===== src/rtl/sn_gen_array.sv =====
`default_nettype none
// ============================================================================
// Module   : sn_gen_array
// Brief    : Multi-channel stochastic number generator. One shared Fibonacci
//            LFSR feeds CH comparators. Each channel sees its own rotation of
//            the LFSR state. A small sequencer emits LEN samples per START
//            and then pulses DONE.
// Revision : 1.0 - initial release
// ============================================================================
module sn_gen_array #(
    parameter int WIDTH = 32,
    parameter int CH    = 4,
    parameter int LEN_W = 16,
    localparam int AW   = (CH > 1) ? $clog2(CH) : 1
) (
    input  logic             CLK,
    input  logic             RST_X,
    input  logic             START,
    input  logic             ABORT,
    input  logic [LEN_W-1:0] LEN,
    input  logic             MODE,
    input  logic             SEED_WE,
    input  logic [WIDTH-1:0] SEED,
    input  logic             THR_WE,
    input  logic [AW-1:0]    THR_ADDR,
    input  logic [WIDTH-1:0] THR_DATA,
    output logic             BUSY,
    output logic             DONE,
    output logic             SN_VALID,
    output logic [CH-1:0]    SN_OUT_P,
    output logic [CH-1:0]    SN_OUT_N
);

    // Feedback tap masks for each legal width, kept 32 bits wide and trimmed.
    localparam logic [31:0] TAPS32 = (WIDTH == 8)  ? 32'h0000_00B8 :
                                     (WIDTH == 16) ? 32'h0000_D008 :
                                     (WIDTH == 24) ? 32'h00E1_0000 :
                                                     32'h8020_0003;
    localparam logic [WIDTH-1:0] TAP_MASK = TAPS32[WIDTH-1:0];
    localparam logic [WIDTH-1:0] ONE_W    = {{(WIDTH-1){1'b0}}, 1'b1};
    localparam logic [LEN_W-1:0] ONE_L    = {{(LEN_W-1){1'b0}}, 1'b1};
    localparam int               SLICE    = WIDTH / CH;

    typedef enum logic [0:0] {
        S_IDLE = 1'b0,
        S_RUN  = 1'b1
    } state_t;

    state_t             state_q, state_d;
    logic [WIDTH-1:0]   lfsr_q, lfsr_d;
    logic [LEN_W-1:0]   cnt_q, cnt_d;
    logic               mode_q, mode_d;
    logic               done_q, done_d;
    logic               valid_q, valid_d;
    logic [CH-1:0]      p_q, p_d;
    logic [CH-1:0]      n_q, n_d;
    logic [WIDTH-1:0]   thr_q [CH];

    logic [WIDTH-1:0]   lfsr_next;
    logic [2*WIDTH-1:0] lfsr_dbl;
    logic [CH-1:0]      cmp_p;
    logic [CH-1:0]      cmp_n;

    assign lfsr_next = {lfsr_q[WIDTH-2:0], ^(lfsr_q & TAP_MASK)};
    assign lfsr_dbl  = {lfsr_q, lfsr_q};

    // Per-channel comparator on a rotated view of the shared LFSR.
    for (genvar c = 0; c < CH; c++) begin : g_ch
        localparam int SH = c * SLICE;
        logic [WIDTH-1:0] rot;
        logic [WIDTH-1:0] mag;
        logic [WIDTH-1:0] qv;
        logic             neg;
        logic             lt_uni;
        logic             lt_bip;

        assign rot    = lfsr_dbl[2*WIDTH-1-SH -: WIDTH];
        assign neg    = thr_q[c][WIDTH-1];
        // Two's-complement magnitude; the most negative value maps to 2^(WIDTH-1).
        assign mag    = neg ? ((~thr_q[c]) + ONE_W) : thr_q[c];
        assign qv     = {1'b0, rot[WIDTH-2:0]};
        assign lt_uni = (rot < thr_q[c]);
        assign lt_bip = (qv < mag);
        assign cmp_p[c] = mode_q ? (~neg & lt_bip) : lt_uni;
        assign cmp_n[c] = mode_q & neg & lt_bip;
    end

    // Threshold bank: writable in any state, out-of-range addresses match no entry.
    always_ff @(posedge CLK or negedge RST_X) begin
        if (!RST_X) begin
            for (int c = 0; c < CH; c++) thr_q[c] <= '0;
        end else if (THR_WE) begin
            for (int c = 0; c < CH; c++) begin
                if (THR_ADDR == AW'(c)) thr_q[c] <= THR_DATA;
            end
        end
    end

    // Sequencer state and datapath registers.
    always_ff @(posedge CLK or negedge RST_X) begin
        if (!RST_X) begin
            state_q <= S_IDLE;
            lfsr_q  <= '0;
            cnt_q   <= '0;
            mode_q  <= 1'b0;
            done_q  <= 1'b0;
            valid_q <= 1'b0;
            p_q     <= '0;
            n_q     <= '0;
        end else begin
            state_q <= state_d;
            lfsr_q  <= lfsr_d;
            cnt_q   <= cnt_d;
            mode_q  <= mode_d;
            done_q  <= done_d;
            valid_q <= valid_d;
            p_q     <= p_d;
            n_q     <= n_d;
        end
    end

    // Next-state logic: seed/start handling in IDLE, sampling and abort in RUN.
    always_comb begin
        state_d = state_q;
        lfsr_d  = lfsr_q;
        cnt_d   = cnt_q;
        mode_d  = mode_q;
        done_d  = 1'b0;
        valid_d = 1'b0;
        p_d     = '0;
        n_d     = '0;
        case (state_q)
            S_IDLE: begin
                // A zero seed would lock the LFSR, so it is replaced by 1.
                if (SEED_WE) lfsr_d = (SEED == '0) ? ONE_W : SEED;
                if (START) begin
                    if (LEN == '0) begin
                        done_d = 1'b1;
                    end else begin
                        state_d = S_RUN;
                        cnt_d   = LEN;
                        mode_d  = MODE;
                    end
                end
            end
            S_RUN: begin
                if (ABORT) begin
                    // Abort beats the final sample; the LFSR keeps its state.
                    state_d = S_IDLE;
                end else begin
                    valid_d = 1'b1;
                    p_d     = cmp_p;
                    n_d     = cmp_n;
                    lfsr_d  = lfsr_next;
                    cnt_d   = cnt_q - ONE_L;
                    if (cnt_q == ONE_L) begin
                        state_d = S_IDLE;
                        done_d  = 1'b1;
                    end
                end
            end
            default: state_d = S_IDLE;
        endcase
    end

    assign BUSY     = (state_q == S_RUN);
    assign DONE     = done_q;
    assign SN_VALID = valid_q;
    assign SN_OUT_P = p_q;
    assign SN_OUT_N = n_q;

endmodule
`default_nettype wire


===== config.mk =====
export PLATFORM = sky130hd
export DESIGN_NAME = sn_gen_array
export DESIGN_NICKNAME = d
export VERILOG_FILES = /design/src/rtl/sn_gen_array.sv
export SDC_FILE = /design/constraint.sdc
export NUM_CORES = 1
export LEC_CHECK = 0
export CORE_ASPECT_RATIO = 1.5
export CORE_MARGIN = 3
export CORE_UTILIZATION = 55
export DETAILED_ROUTE_END_ITERATION = 8
export HOLD_SLACK_MARGIN = 0.06
export PLACE_DENSITY = 0.75
export SYNTH_ARGS = -nofsm -noshare
export SYNTH_HDL_FRONTEND = slang
export SYNTH_SLANG_ARGS = --single-unit

===== constraint.sdc =====
create_clock -name CLK -period 4.5 [get_ports CLK]
set_clock_uncertainty 0.1 [all_clocks]
set_input_delay 0.9 -clock CLK [delete_from_list [all_inputs] [get_ports CLK]]
set_output_delay 0.9 -clock CLK [all_outputs]
set_load 0.03 [all_outputs]

==> impl_metrics.py <==
metrics = {
    "run_status": {
        "status": "complete, but fails checks",
        "violations": "negative setup slack",
    },
    "layout": {
        "drive_gt1_share_pct": 13.2,
        "layout.cells.non_filler": 2211,
        "antenna_cells": 0,
        "syn2layout_area_growth_pct": 16.1,
        "design_area_mm2": 0.0181,
        "utilization_pct": 65.7,
        "nets": 2195,
    },
    "job": {
        "cap_viol_max_count": 0,
    },
    "yosys": {
        "synthFlopType": "dfrtp_1",
        "yosysTopAreaCell": "dfrtp_1",
        "ys_types": 52,
        "synth_top_cell_area_share_pct": 30.1,
        "synth_common_cells": "250 x ha_1, 188 x dfrtp_1, 149 x nand2_1",
        "synthCells": 1719,
        "synth_fp_nets": 2058,
        "post-synth-top-count-cell": "ha_1",
        "seq_area_frac_synth_pct": 30.1,
        "synth.area.top_cells": "dfrtp_1 30%, ha_1 20%, mux2_2 7.1%",
        "avgSynthCellArea_um2": 9.09,
        "synth_seq_cells": 188,
        "synth_edf_count": 0,
        "syn_area_mm2": 0.0156,
        "yosysWarnings": 0,
        "async_flop_share_pct": 100,
    },
    "die": {
        "die_x_um": 144,
        "core_mm2": 0.0276,
        "io_pins": 100,
        "die_h_um": 212,
        "start_util_pct": 56.6,
        "die_area_mm2": 0.0305,
        "row_count": 74,
    },
    "clock_tree": {
        "cts_tree": "yes",
        "clk_latency_ps": 460,
        "cts_num_sinks": 188,
        "cts_htree_levels": 4,
        "clk_path_buf_depth": 2,
        "cts-hold-fix-buffers": 0,
        "clkSlewWorstSetupHoldPaths_ps": 70,
        "clockRootBuffer": "clkbuf_16",
        "cts_buffers": 17,
    },
    "grt": {
        "grtUsageTotal_pct": 34.3,
        "grt_pass1_wl_um": 79300,
        "grt_max_degree": 84,
        "grt_pass1_vias": 14400,
        "antenna_found_initial": 0,
        "gr-total-overflow": 0,
    },
    "drt": {
        "final_antenna_net_count": 0,
        "dr_total_vias": 14300,
        "wl_per_cell_um": 23.4,
        "drt_iter0_drc": 1006,
        "via_per_inst": 6.46,
        "drc": 0,
        "dr.pass1.iters": 5,
        "wl_um": 51700,
    },
    "timing": {
        "fin_crit_ps": 4610,
        "slew_viol_final": 0,
        "setup_viol": 2,
        "fin_crit_sh_pct": 102,
        "rsz0062_at_grt": "true",
        "finalHoldViolCount": 0,
        "slew_headroom_pct": 26.3,
        "worst_pin_slew_ps": 1100,
        "max_clock_freq_ghz": 0.217,
        "final.setup.tns_ps": -211,
        "holdWs_ps": 359,
        "setup_ws_ps": -106,
    },
    "setup_path": {
        "crit_type": "flip-flop to flip-flop",
        "crit_path_start_kind": "flip-flop",
        "cp_max_fo": 5,
        "cp-end-kind": "flip-flop",
        "cp.required_ps": 4770,
        "cp.arrival_ps": 4880,
    },
    "pwr": {
        "power.switching_uw": 3980,
        "seq_power_share_pct": 32.1,
        "clkPwrFrac_pct": 17.2,
        "swShare_pct": 44.9,
        "power.leakage_uw": 0.00810,
        "vdd_ir_drop_max_mv": 0.312,
        "power_density_mw_per_mm2": 488,
        "pwr-share-comb_pct": 50.6,
        "intPower_uw": 4880,
    },
    "placed_design": {
        "post-dp-hpwl_um": 39900,
        "numPortBuffers": 99,
        "placed_area_mm2": 0.0174,
        "dp_cells": 2177,
        "place_congestion": 1.04,
    },
    "min_path": {
        "min_path_type": "input port to asynchronous set/reset pin",
    },
}
## sequential cells by signal (all words and copies together), names as in the netlist
name      cells
DONE          1
g_ch.rot     32
SN_VALID      1
mode_q        1
thr_q       124
BUSY          1
cnt_q        16
SN_OUT_P      4
g_ch.neg      4
SN_OUT_N      4
## repair_timing
item	in CTS	in global routing
gates resized for setup	14	26
gates cloned	0	0
buffers inserted	1	1
endpoints found under the hold margin	0	0
endpoints found under the setup margin	4	8
pin swaps	3	4
## cell families after synthesis
group           share of synthesized area [%]
simple gates                             13.6
xor+xnor                                 6.67
fa+ha+maj                                20.0
mux                                      7.90
compound gates                           17.2
flops                                    30.1
buf+inv                                  4.42
## cells in the final DEF, fill, tap and decap left out, types with 54 or more instances in the layout
cell type	netlist	layout
ha_1	250	250
dfrtp_1	188	188
nand2_1	149	149
o21ai_0	144	139
inv_1	138	138
a21oi_1	127	127
xnor2_1	117	117
mux2_2	98	98
clkdlybuf4s50_1	0	98
buf_4	0	64
nor2_1	64	63
nand4_1	54	54
## final cells by class
| cell class | count | area [um2] |
|---|---|---|
| Multi-Input combinational cell | 1347 | 10400 |
| Tap cell | 342 | 428 |
| Clock inverter | 13 | 130 |
| Fill cell | 2324 | 9450 |
| Inverter | 138 | 518 |
| Sequential cell | 188 | 4700 |
| Clock buffer | 19 | 443 |
| Timing Repair Buffer | 164 | 1500 |
## stage by stage
| stage | setup WS, ps | power (uW) |
|---|---|---|
| after floorplan | -3.65 | 5620 |
| after global placement | -158 | 6960 |
| after detailed placement | -236 | 7180 |
| after CTS | -160 | 8760 |
| after global routing | -325 | 9580 |
| final | -106 | 8860 |
## per-layer routing
layer / share of wire (%) / track usage [%] / up-vias
met4: 10 / 29.5 / 0
li1: - / - / 6580
met1: 37 / 38.6 / 6878
met3: 6.0 / 5.47 / 217
met2: 47 / 55.8 / 609
met5: 0 / 0 / -
## worst max-delay path, stage by stage, from the launching register on
cell and delay (ps):
dfrtp_1 380, or4_4 530, or3_4 410, or4_4 420, or4_4 430, or4_4 480
o31ai_4 200, xnor2_1 160, ha_1 290, a211oi_2 220, o21ai_1 100, a221oi_1 210
nor3_1 90, a211oi_2 230, o211ai_1 120, a22oi_1 170
## path summary, 6_finish.rpt
| check | start | end | slack, ps | cells after the start |
|---|---|---|---|---|
| max in group asynchronous | RST_X | thr_q[24] | 2940 | 2 |
| min reg2reg | thr_q[24] | thr_q[24] | 410 | 1 |
| min | RST_X | g_ch[0].rot[22] | 360 | 1 |
| max | thr_q[100] | SN_OUT_P[0] | -110 | 15 |
| min in group CLK | thr_q[24] | thr_q[24] | 410 | 1 |
| max reg2reg | thr_q[100] | SN_OUT_P[0] | -110 | 15 |
## power groups by stage
stage	combinational, uW	sequential [uW]	clock, uW
finish	4490	2850	1530
floorplan	3110	2510	0
global route	5090	2880	1610
CTS	4420	2800	1540
detailed placement	4350	2830	0
global placement	4150	2810	0
(Power assumes the default switching activity.)
==> RTL change 1 (config.mk and constraints unchanged) <==
Set the parameter `CH` to 2 (it was 4).
--- a/src/rtl/sn_gen_array.sv
+++ b/src/rtl/sn_gen_array.sv
@@ -9,7 +9,7 @@
 // ============================================================================
 module sn_gen_array #(
     parameter int WIDTH = 32,
-    parameter int CH    = 4,
+    parameter int CH    = 2,
     parameter int LEN_W = 16,
     localparam int AW   = (CH > 1) ? $clog2(CH) : 1
 ) (
Ports: changed (resized SN_OUT_N, SN_OUT_P and THR_ADDR); port bits go from 100 to 95. No check against the original RTL was run, so the function may have changed too.
==> RTL change 1 against the unedited design <==
Area after synthesis is 41% lower; routed wire length is 46% lower; final area is 39% lower; total power is 40% lower; sequential cell count is 68 lower; first-iteration DRC count is 36% lower; critical path depth is 2 lower; setup slack better by 0.50 ns; largest cell class unchanged.
==> RTL change 1: results (changes against the unedited design) <==
The run finished with clean final reports. The flip-flop count of the largest register, all copies and words added is 62 (-50%), and the total nets after synthesis is 1257 (-39%). The count of plain and timing-repair buffers in the layout came out at 106 (-35%). The clock insertion delay at the later pin of the skew report came out at 0.42 ns (-0.04 ns).

The worst-case vdd ir drop was 0.2495 mV (-20%); the count of buffers from port buffering was 94 (-5.1%). The tools report the portion of the post-synthesis area used by sequential elements as 32.80% (+2.7 points). The per-cell via count in the routed design works out to 6.216 (-3.8%).

The count of mapped cells out of synthesis was 1043 (-39%). The fraction of layout cells with a size suffix above 1 came out at 8.035% (-5.1 points). The number of standard cells in the final layout excluding fillers is 1351 (-39%). On the critical path, the stage with the largest delay is an instance of sky130_fd_sc_hd__or4_1. The wire length on met2 was 14470 um (-40%). The post-cts sizing count is 0 (-14), and the clock network area share is 6.013% (+2.9 points).

The total non-filler cell area in the finished layout was 0.01099 sq mm (-39%); the wire length of the first global-routing pass was 43770 um (-45%). The number of fillers in the final layout was 1329 (-43%). The met3 wire length was 1256 um (-60%); the leakage power was 0.004738 uW (-42%).

For the footprint of the multi-input gates, the log shows 0.005762 sq mm (-45%). The tools report the pre-CTS setup slack as 0.4377 ns (+0.6736 ns). The number of buffers inserted by post-CTS setup repair was 0 (-1). The number of distinct library cell variants in the gate-level netlist after synthesis is 53 (+1.9%). The post-detailed-placement half-perimeter wirelength came out at 21670 um (-46%). By count the netlist is led by sky130_fd_sc_hd__ha_1, sky130_fd_sc_hd__dfrtp_1, sky130_fd_sc_hd__nand2_1, sky130_fd_sc_hd__o21ai_0, sky130_fd_sc_hd__a21oi_1. The tools report the largest net degree at the start of global routing as 72 (-14%). Non-clock inverter count in the final layout: 70 (-49%). Global-route usage over all layers: 30.56% (-3.7 points).

The sequential cell area in the final layout is 0.003003 sq mm (-36%). The worst max-slew margin expressed relative to the limit is 21.22% (-5.0 points). The tightest min-delay check is of the reg -> reg type.

Met1 wire length: 10670 um (-44%). The run gives 817 (-39%) as the number of multi-input combinational cells. The non-clock buffering overhead in the final layout was 9.475% (+1.2 points). Instance area at placement: 0.01033 sq mm (-41%). The run gives 642 (-36%) as the detailed router's first-iteration violation count. The total iterations of the first detailed-routing run was 6 (+1); the average routed wire per standard cell was 20.53 um (-12%).
-- RTL change 1: cell count changes after synthesis, sizes merged, moves of 13 or more --
cell | unedited run | this run
nand2 | 149 | 108
dfrtp | 188 | 120
a21o | 45 | 13
nand4 | 54 | 24
or4 | 21 | 7
a21oi | 127 | 90
o21ai | 144 | 108
xnor2 | 117 | 59
ha | 250 | 126
inv | 138 | 70
mux2 | 98 | 35
o31ai | 34 | 21
-- RTL change 1: kinds of logic (layout without fill, tap and decap cells) --
kind of cell / count (synthesis) / in the layout / synth area share (%)
compound gates: 290 / 290 / 18.70
simple gates: 299 / 299 / 16.14
flops: 120 / 120 / 32.80
fa+ha+maj: 126 / 126 / 17.22
xor+xnor: 61 / 61 / 5.836
mux: 41 / 41 / 4.961
buf+inv: 106 / 208 / 4.346
-- RTL change 1: final timing paths --
kind | end | slack [ns] | startpoint | cells after the start
min in group asynchronous | thr_q[58]$_DFFE_PN0P_ | 0.41 | RST_X | 1
min reg2reg | thr_q[19]$_DFFE_PN0P_ | 0.40 | thr_q[19]$_DFFE_PN0P_ | 1
max in group asynchronous | thr_q[11]$_DFFE_PN0P_ | 3.06 | RST_X | 2
max | SN_OUT_P[0]$_DFF_PN0_ | 0.39 | thr_q[43]$_DFFE_PN0P_ | 13
min | thr_q[19]$_DFFE_PN0P_ | 0.40 | thr_q[19]$_DFFE_PN0P_ | 1
max reg2reg | SN_OUT_P[0]$_DFF_PN0_ | 0.39 | thr_q[43]$_DFFE_PN0P_ | 13
-- RTL change 1: report_power, final --
group	internal, uW	total [uW]	switching, uW
sequential	1300	1780	471
clock	1000	1530	524
combinational	940	2010	1070
total	3250	5310	2060
-- RTL change 1: metal layers --
metal  vias up  global-route usage, %
met3        82                  4.055
met4         0                  15.05
li1       3997                      -
met5         -                      0
met2       285                  56.12
met1      4034                  34.77
==> RTL change 2 (same flow settings) <==
Made on the original files. The output `DONE` loses its register stage (`done_q` becomes a continuous assignment).
--- a/src/rtl/sn_gen_array.sv
+++ b/src/rtl/sn_gen_array.sv
@@ -103,7 +103,6 @@
             lfsr_q  <= '0;
             cnt_q   <= '0;
             mode_q  <= 1'b0;
-            done_q  <= 1'b0;
             valid_q <= 1'b0;
             p_q     <= '0;
             n_q     <= '0;
@@ -112,12 +111,13 @@
             lfsr_q  <= lfsr_d;
             cnt_q   <= cnt_d;
             mode_q  <= mode_d;
-            done_q  <= done_d;
             valid_q <= valid_d;
             p_q     <= p_d;
             n_q     <= n_d;
         end
     end
+
+    assign done_q = done_d;
 
     // Next-state logic: seed/start handling in IDLE, sampling and abort in RUN.
     always_comb begin
Formal check against the unedited RTL: not equivalent (Yosys sat finds a counterexample within 4 cycles, from zero or initial values and one cycle with RST_X low).
==> RTL change 2 against the unedited design <==
The run still ends with negative setup slack left; highest routed layer is now met5; sequential cell count decreased by 1; setup slack worse by 0.058 ns; final area is 0.37% higher; area after synthesis is 0.16% lower; fmax down 1.2%; via count grew 1.0%; total power grew 1.9%; routed wire length increased by 1.4%; cell count increased by 0.59%.
==> RTL change 2: results (changes against the unedited design) <==
In this run the worst setup path begins at thr_q[103]$_DFFE_PN0P_. The tools report the leakage power as 0.008151 uW (+0.57%). The post-synthesis async set-or-reset flop share is 100.0% (unchanged), and the mean post-synth cell area is 9.079 sq um (-0.10%). The initial antenna violation count was 1 (+1); the setup slack of the critical path after layout was -0.1645 ns (-0.05817 ns).

For the via count of the first global-routing pass, the log shows 14620 (+1.5%). The post-detailed-placement half-perimeter wirelength was 40150 um (+0.51%). The total number of nets in the final design is 2208 (+0.59%), and the fraction of layout cells with a size suffix above 1 is 13.55% (+0.39 points). The total number of vias is 14430 (+1.0%), and the total nets after synthesis is 2057 (-0.049%). The run gives 6 (+1) as the total iterations of the first detailed-routing run.

The logs give 93 (+11%) for the largest net degree at the start of global routing and 34.66% (+0.38 points) for the global-route usage over all layers. The final reports fail on negative setup slack. The setup violation total in the final timing report came out at 2 (unchanged). The logs give 79880 um (+0.77%) for the wire length of the first global-routing pass and -0.3676 ns (-0.1317 ns) for the pre-CTS setup slack. The run finished, with violations left. Worst max-slew margin expressed relative to the limit: 41.42% (+15 points).

For the routed wire length, the log shows 52390 um (+1.4%). For the instance area at placement, the log shows 0.01742 sq mm (+0.30%). The run gives 30.00% (-0.11 points) as the portion of the post-synthesis area used by sequential elements. By count the netlist is led by sky130_fd_sc_hd__ha_1, sky130_fd_sc_hd__dfrtp_1, sky130_fd_sc_hd__nand2_1.

By area the synthesized netlist is led by sky130_fd_sc_hd__dfrtp_1, sky130_fd_sc_hd__ha_1, sky130_fd_sc_hd__mux2_2, sky130_fd_sc_hd__xnor2_1, sky130_fd_sc_hd__o21ai_0. The total negative slack for setup checks was -0.2946 ns (-0.08358 ns); the final RePlAce weighted congestion was 1.018 (-2.5%). The average routed wire per standard cell is 23.56 um (+0.79%).
## RTL change 2: worst paths after layout
kind / endpoint / slack (ns) / cells past startpoint
min in group CLK: thr_q[53]$_DFFE_PN0P_ / 0.42 / 1
min reg2reg: thr_q[53]$_DFFE_PN0P_ / 0.42 / 1
max in group asynchronous: thr_q[80]$_DFFE_PN0P_ / 2.89 / 2
min: g_ch[0].rot[31]$_DFFE_PN0P_ / 0.38 / 1
max: SN_OUT_P[0]$_DFF_PN0_ / -0.16 / 16
max reg2reg: SN_OUT_P[0]$_DFF_PN0_ / -0.16 / 16
## RTL change 2: through the flow
stage / hold WS [ns] / total power, uW
floorplan: 0.3794 / 5608
global placement: 0.3874 / 6997
detailed placement: 0.3978 / 7218
CTS: 0.4148 / 8892
global route: 0.4345 / 9721
finish: 0.3830 / 9032
## RTL change 2: cell type report
| type | count | area [sq um] |
|---|---|---|
| flip-flops and latches | 187 | 4679 |
| well taps | 342 | 427.9 |
| multi-input cells | 1347 | 10380 |
| repair buffers | 178 | 1588 |
| inverters | 138 | 518.0 |
| clock inverters | 15 | 187.7 |
| fillers | 2270 | 9385 |
| clock buffers | 17 | 425.4 |
## RTL change 2: where the power goes
group / internal [uW] / leakage [uW] / total (uW) / switching [uW]
Combinational: 2090 / 0.00563 / 4640 / 2550
Clock: 841 / 0.000293 / 1600 / 763
Sequential: 2040 / 0.00223 / 2790 / 747
## RTL change 2: routing by layer
layer | vias up | GRT usage, % | wire, um
li1 | 6607 | - | -
met1 | 6955 | 38.47 | 18980
met2 | 631 | 56.90 | 24710
met3 | 236 | 6.256 | 3443
met4 | 2 | 29.14 | 5250
met5 | - | 0 | 13
## RTL change 2: cells by family after synthesis
group / Yosys count / synth area share, %
AO/OA/AOI/OAI: 441 / 17.26
XOR/XNOR: 119 / 6.682
adder cells (fa/ha/maj): 250 / 20.05
buffers and inverters: 184 / 4.428
flip-flops: 187 / 30.00
multiplexers: 111 / 7.909
AND/OR/NAND/NOR: 426 / 13.66
## RTL change 2: repair_timing
| item | CTS | global route |
|---|---|---|
| buffers inserted | 2 | 2 |
| setup endpoints to repair | 4 | 8 |
| gates cloned | 0 | 0 |
| pin swaps | 4 | 4 |
| gates resized for setup | 9 | 24 |
